File: src/rtl/par4_pkg.sv
// Shared definitions for the 4-bit parity link: receiver state encoding,
// frame geometry and the parity helper shared with the transmit side.
package par4_pkg;

   localparam int PAR4_DATA_W = 4;
   localparam int FRAME_BITS  = PAR4_DATA_W + 3;

   typedef enum logic [2:0] {
      IDLE   = 3'd0,
      DATA   = 3'd1,
      PARITY = 3'd2,
      STOP   = 3'd3,
      WAIT   = 3'd4
   } rx_state_t;

   function automatic logic par_calc(input logic [PAR4_DATA_W-1:0] v);
      return ^v;
   endfunction

endpackage

File: src/rtl/par4_sat_cnt.sv
// Saturating up-counter with synchronous clear; holds at all-ones.
module par4_sat_cnt #(
   parameter int W = 8
) (
   input  logic         clk,
   input  logic         resetn,
   input  logic         clr,
   input  logic         inc,
   output logic [W-1:0] cnt
);

   always_ff @(posedge clk) begin
      if (!resetn)
         cnt <= '0;
      else if (clr)
         cnt <= '0;
      else if (inc && (cnt != {W{1'b1}}))
         cnt <= cnt + 1'b1;
   end

endmodule

File: src/rtl/par4_serial_rx.sv
// Serial receiver for the 4-bit parity link: start, payload MSB first,
// even parity, stop. Optional error counter under PAR4_RX_ERRCNT_EN.
//
// state  | meaning
// IDLE   | line high, waiting for a start bit (any 0)
// DATA   | shifting payload bits, accumulating parity
// PARITY | sampling parity bit, latching mismatch
// STOP   | sampling stop bit, issuing status pulse
// WAIT   | framing error seen, waiting for line to return high
module par4_serial_rx
   import par4_pkg::*;
#(
   parameter int DATA_W = PAR4_DATA_W
`ifdef PAR4_RX_ERRCNT_EN
   , parameter int CNT_W = 8
`endif
) (
   input  logic              clk,
   input  logic              resetn,
   input  logic              in,
   output logic [DATA_W-1:0] data_out,
   output logic              done,
   output logic              par_err,
   output logic              frm_err
`ifdef PAR4_RX_ERRCNT_EN
   , output logic [CNT_W-1:0] err_cnt
`endif
);

   localparam int            CW   = $clog2(DATA_W + 1);
   localparam logic [CW-1:0] LAST = CW'(DATA_W - 1);

   rx_state_t         state, state_nxt;
   logic [DATA_W-1:0] shift_q;
   logic [CW-1:0]     bit_cnt;
   logic              run_par;
   logic              mismatch;
   logic              done_nxt, par_err_nxt, frm_err_nxt, load_data;

   always_ff @(posedge clk) begin
      if (!resetn)
         state <= IDLE;
      else
         state <= state_nxt;
   end

   always_comb begin
      state_nxt = state;
      case (state)
         IDLE:    if (!in) state_nxt = DATA;
         DATA:    if (bit_cnt == LAST) state_nxt = PARITY;
         PARITY:  state_nxt = STOP;
         STOP:    state_nxt = in ? IDLE : WAIT;
         WAIT:    if (in) state_nxt = IDLE;
         default: state_nxt = IDLE;
      endcase
   end

   always_comb begin
      done_nxt    = 1'b0;
      par_err_nxt = 1'b0;
      frm_err_nxt = 1'b0;
      load_data   = 1'b0;
      if (state == STOP) begin
         if (in) begin
            load_data   = 1'b1;
            done_nxt    = !mismatch;
            par_err_nxt = mismatch;
         end else begin
            frm_err_nxt = 1'b1;
         end
      end
   end

   // Pulses are registered so they appear the cycle after the stop bit.
   always_ff @(posedge clk) begin
      if (!resetn) begin
         shift_q  <= '0;
         bit_cnt  <= '0;
         run_par  <= 1'b0;
         mismatch <= 1'b0;
         data_out <= '0;
         done     <= 1'b0;
         par_err  <= 1'b0;
         frm_err  <= 1'b0;
      end else begin
         done    <= done_nxt;
         par_err <= par_err_nxt;
         frm_err <= frm_err_nxt;
         if (load_data)
            data_out <= shift_q;
         case (state)
            IDLE: begin
               bit_cnt <= '0;
               run_par <= 1'b0;
            end
            DATA: begin
               shift_q <= {shift_q[DATA_W-2:0], in};
               run_par <= run_par ^ in;
               bit_cnt <= bit_cnt + 1'b1;
            end
            PARITY: mismatch <= run_par ^ in;
            default: ;
         endcase
      end
   end

`ifdef PAR4_RX_ERRCNT_EN
   // Counts on the same edge that registers the error pulse.
   par4_sat_cnt #(.W(CNT_W)) u_err_cnt (
      .clk    (clk),
      .resetn (resetn),
      .clr    (1'b0),
      .inc    (par_err_nxt | frm_err_nxt),
      .cnt    (err_cnt)
   );
`endif

endmodule

File: config.mk
export PLATFORM = sky130hd
export DESIGN_NAME = par4_serial_rx
export DESIGN_NICKNAME = d
export VERILOG_FILES = /design/src/rtl/par4_pkg.sv /design/src/rtl/par4_sat_cnt.sv /design/src/rtl/par4_serial_rx.sv
export SDC_FILE = /design/constraint.sdc
export NUM_CORES = 1
export LEC_CHECK = 0
export BUFFER_PORTS_ARGS = -buffer_cell sky130_fd_sc_hd__buf_2
export CAP_MARGIN = 40
export CORE_UTILIZATION = 55
export CTS_BUF_LIST = sky130_fd_sc_hd__clkbuf_8
export DETAILED_ROUTE_END_ITERATION = 12
export MAX_ROUTING_LAYER = met4
export PLACE_DENSITY = 0.79
export SYNTH_ARGS = -nofsm -noshare
export SYNTH_HDL_FRONTEND = slang
export SYNTH_SLANG_ARGS = --single-unit
File: constraint.sdc
create_clock -name clk -period 2.4 [get_ports clk]
set_input_delay 0.12 -clock clk [delete_from_list [all_inputs] [get_ports clk]]
set_output_delay 0.12 -clock clk [all_outputs]
set_load 0.05 [all_outputs]
# [Word-level counts from Yosys, hierarchy flattened]
# Cells that the tools add are included.
[word_totals] register_bits=19 latchBits=0 ramBits=0 rom_bits=0 in_bits=3 out_inout_bits=7 word_cells=35 mem_count=0
[op_classes] add_sub_neg=1 n_mul=0 n_div=0 order_cmp=0 n_eq_ne=8 shift=0 muxes=10 bitwise=1 n_reduce_logical=6
[op_table] op="3-bit case mux with 5 select lines" count=1
[op_table] op="3-bit two-way mux" count=4
[op_table] op="3-bit by 2-bit equality test with 1-bit output (second input constant)" count=3
[op_table] op="2-bit inequality test (second input constant)" count=3
[op_table] op="3-bit case mux with 2 select lines" count=1
[op_table] op="3-bit AND reduction" count=2
[op_table] op="3-bit by 1-bit adder with 3-bit output (second input constant)" count=1
[op_table] op="3-bit by 1-bit equality test with 1-bit output (second input constant)" count=1
[op_table] op="3-bit equality test (second input constant)" count=1
[op_table] op="3-bit logical NOT" count=1
[op_table] op="1-bit two-way mux" count=3
[op_table] op="1-bit case mux with 2 select lines" count=1
[op_table] op="2-bit AND reduction" count=1
[op_table] op="2-bit nonzero test" count=1
[op_table] op="1-bit logical NOT" count=1
[op_table] op="1-bit bitwise XOR" count=1

# [Longest topological paths before layout]
[depth] ltp_word=3 ltp_mapped=4 depth_no_buf=4

# [Worst setup path after synthesis]
# OpenSTA, ideal clock, no wires.
[synth_timing] path_type="reg2reg" startpoint="reg bit_cnt[0]" endpoint="reg state[0]" setup_ns=0.070 t_arrival_ns=1.098 path_slack_ns=1.232 stages_incl_launch_ff=5 path_buffers=0 period_less_slack_ns=1.168 path_cell_list="dfxtp_1 ha_1 ha_1 or3b_1 a21oi_1"
[synth_via] elab_chain_cells=3
[synth_lines] element="from (decl)" line="par4_serial_rx.sv:35" source="logic [CW-1:0] bit_cnt;"
[synth_lines] element="from (signal assigned)" line="par4_serial_rx.sv:100" source="bit_cnt <= bit_cnt + 1'b1;"
[synth_lines] element="3-bit by 2-bit equality test with 1-bit output" line="par4_serial_rx.sv:51" source="DATA: if (bit_cnt == LAST) state_nxt = PARITY;"
[synth_lines] element="2-bit inequality test (no source line)"
[synth_lines] element="3-bit AND reduction (no source line)"
[synth_lines] element="to (signal assigned)" line="par4_serial_rx.sv:44" source="state <= state_nxt;"
[synth_lines] element="to (decl)" line="par4_serial_rx.sv:33" source="rx_state_t state, state_nxt;"
# No other way between the ends.
# A chain may end at the register's enable or synchronous reset.

# [Worst setup path in the final report]
# Ends and elaborated chain as after synthesis.

==> flow_summary.toml <==
[synth]
synth_nets = 88
synthMuxAreaShare_pct = 0
synthAdderAreaFrac_pct = 3.155
syn_avg_cell_area_um2 = 9.557
ys_seq_elements = 19
synth-seq-area-share_pct = 47.95
synth_xor_area_share_pct = 1.104
yosys.area.top_type_share_pct = 47.95
synth_area_leader_cell = "dfxtp_1"
netlist_top_cells_area = "dfxtp_1, nand3_1, o21ai_0"
ys_warn_count = 0
synth_top_family_by_area = "simple AND/OR/NAND/NOR gates"
synthCells = 83
netlist_area_um2 = 793.3
synth-compound-area-share_pct = 16.56
ys_types = 27
yosys.area_share.simple_pct = 26.18

[setup_path]
r2r-end = "state[0]"
crit_required_ps = 2580
critical_path_class = "reg -> reg"
path_max_fanout = 3
reg2reg_depth = 4
critPathLaunchType = "flip-flop"
regToRegStartpoint = "bit_cnt[0]"
crit_arrival_ps = 1480
end_kind = "flip-flop"
regToRegSetupSlack_ps = 1100

[clock_network]
htree_num_levels = 1
clock_path_buffers = 2
post_cts_buffers = 0
ctsRootBufferMaster = "clkbuf_8"
cts_made_buffers = 3
ctsResizeCount = 0
clk_pin_slew_worst_paths_ps = 70
cts_hold_buffers = 0
clock_latency_ps = 250
clkSinkCount = 19
cts_tree = "done"

[worst_hold_path]
hold_path_class = "in -> reg"
hold_depth = 3
min_to = "shift_q[0]"
holdCritStartpoint = "in"

[cells_and_area]
nFillCells = 116
mostFrequentLayoutCells = "dfxtp_1, nand3_1, buf_2, o21ai_0, nand2_1"
antennaDiodeCount = 0
multi_input_area_um2 = 372.9
area_growth_pct = 10.09
final_cells = 106
layout_commonest_cell = "dfxtp_1"
finalInstanceArea_um2 = 873.3
regArea_um2 = 380.4
nets = 97
drive_gt1_share_pct = 18.68

[timing]
finalSetupTns_ps = 0
clock-skew-final_ps = 7.009
rsz0062_at_grt = "no"
finalHoldViolCount = 0
fin_ws_ps = 1095
finalSetupViolCount = 0
slew_violations = 0
period_share_pct = 54.37
fmax_mhz = 766.3
period_minus_slack_ps = 1305
max_slew.worst_pin.slew_ps = 523.4
max-slew-margin-rel_pct = 65.06

[global_routing]
grt_usage_pct = 19.78
grt_pass1_vias = 509
antenna_found_initial = 0
grt_max_degree = 23
grt_overflow = 0
grt_pass1_wl_mm = 2.056

[place]
place_inst = 102
dp_slack_ps = 1142
finalWeightedCongestion = 0.7639
place_area_um2 = 828.3
port_buffers = 9
dpl.hpwl_um = 871.8

[detailed_routing]
dr.first_iter.drc_count = 10
via_per_inst = 5.491
drc = 0
wl_per_cell_um = 12.32
via_count = 582
drt_wl_total_mm = 1.306
firstDrtPassIters = 4
final_antenna_net_count = 0

[job]
maxCapViolations = 0

[floorplan]
coreArea_mm2 = 0.001318
ios = 10
rows = 13
die_w_um = 39.98
initial_utilization_pct = 60.21
die_y_um = 39.98
die_area_mm2 = 0.001598

[outcome]
status = "complete, no violations"

[power]
p_leak_nw = 0.3556
finalPower_mw = 0.5707
powerDensity_mw_per_mm2 = 653.4
ir_drop_mv = 0.3792
stage by stage:
| step | hold slack (ps) | utilization [%] |
|---|---|---|
| floorplan | 250.4 | - |
| global placement | 441.6 | 62.87 |
| detailed placement | 447.1 | 62.87 |
| CTS | 188.3 | 66.29 |
| global route | 222.2 | 66.29 |
| finish | 184.0 | 66.29 |
sequential cells by signal, indices dropped and copies added, names as in the netlist:
register	count
bit_cnt	3
data_out	4
done	1
frm_err	1
mismatch	1
par_err	1
run_par	1
shift_q	4
state	3
area by class of cell:
| cell class | instances | share of cell area [%] |
|---|---|---|
| Clock inverter | 1 | 0.4298 |
| Timing Repair Buffer | 9 | 5.158 |
| Tap cell | 15 | 2.149 |
| Clock buffer | 3 | 4.728 |
| Sequential cell | 19 | 43.55 |
| Inverter | 3 | 1.289 |
| Multi-Input combinational cell | 56 | 42.69 |
critical path, cell delays in order, from the launching register on:
cell and delay (ps):
dfxtp_1 330, ha_1 200, ha_1 190, or3b_1 350, a21oi_1 160
logic make-up after synthesis:
logic type | count (synthesis)
DFF | 19
adders and majority gates | 2
xor gates and xnor gates | 1
buffers and inverters | 8
and+or+nand+nor | 31
AOI/OAI and AO/OA | 22
power by group:
part           total [mW]  internal (mW)  switching [mW]
Clock               0.214          0.113           0.100
Sequential          0.328          0.320         0.00764
Combinational      0.0288         0.0125          0.0163
worst max-delay path by stage:
stage,startpoint,to,slack [ps],cells past startpoint
2_1_floorplan,bit_cnt[0],state[0],1230,4
3_3_place_gp,state[0],shift_q[1],1180,3
3_5_place_dp,state[0],shift_q[1],1140,3
4_1_cts,bit_cnt[0],state[0],1110,4
5_1_grt,state[0],shift_q[0],1040,3
6_report,bit_cnt[0],state[0],1100,4
cell usage after synthesis, drive strengths merged:
library cell   n
dfxtp         19
o21ai         11
nand3         10
nand2          7
a21boi         4
nand3b         4
a21oi          3
buf            3
inv            3
nor2           3
clkbuf         2
ha             2
nand2b         2
nor3b          2
and3           1
nand4b         1
o211ai         1
o21bai         1
o31ai          1
o32ai          1
or3b           1
xnor2          1
layer usage:
| metal | vias to the layer above | GRT usage [%] | share of wire [%] |
|---|---|---|---|
| met5 | - | - | 0 |
| met4 | 0 | 10.34 | 1.3 |
| met3 | 2 | 3.333 | 2.7 |
| met2 | 11 | 32.66 | 47 |
| met1 | 260 | 22.76 | 49 |
| li1 | 309 | - | - |
(Power assumes the default switching activity.)
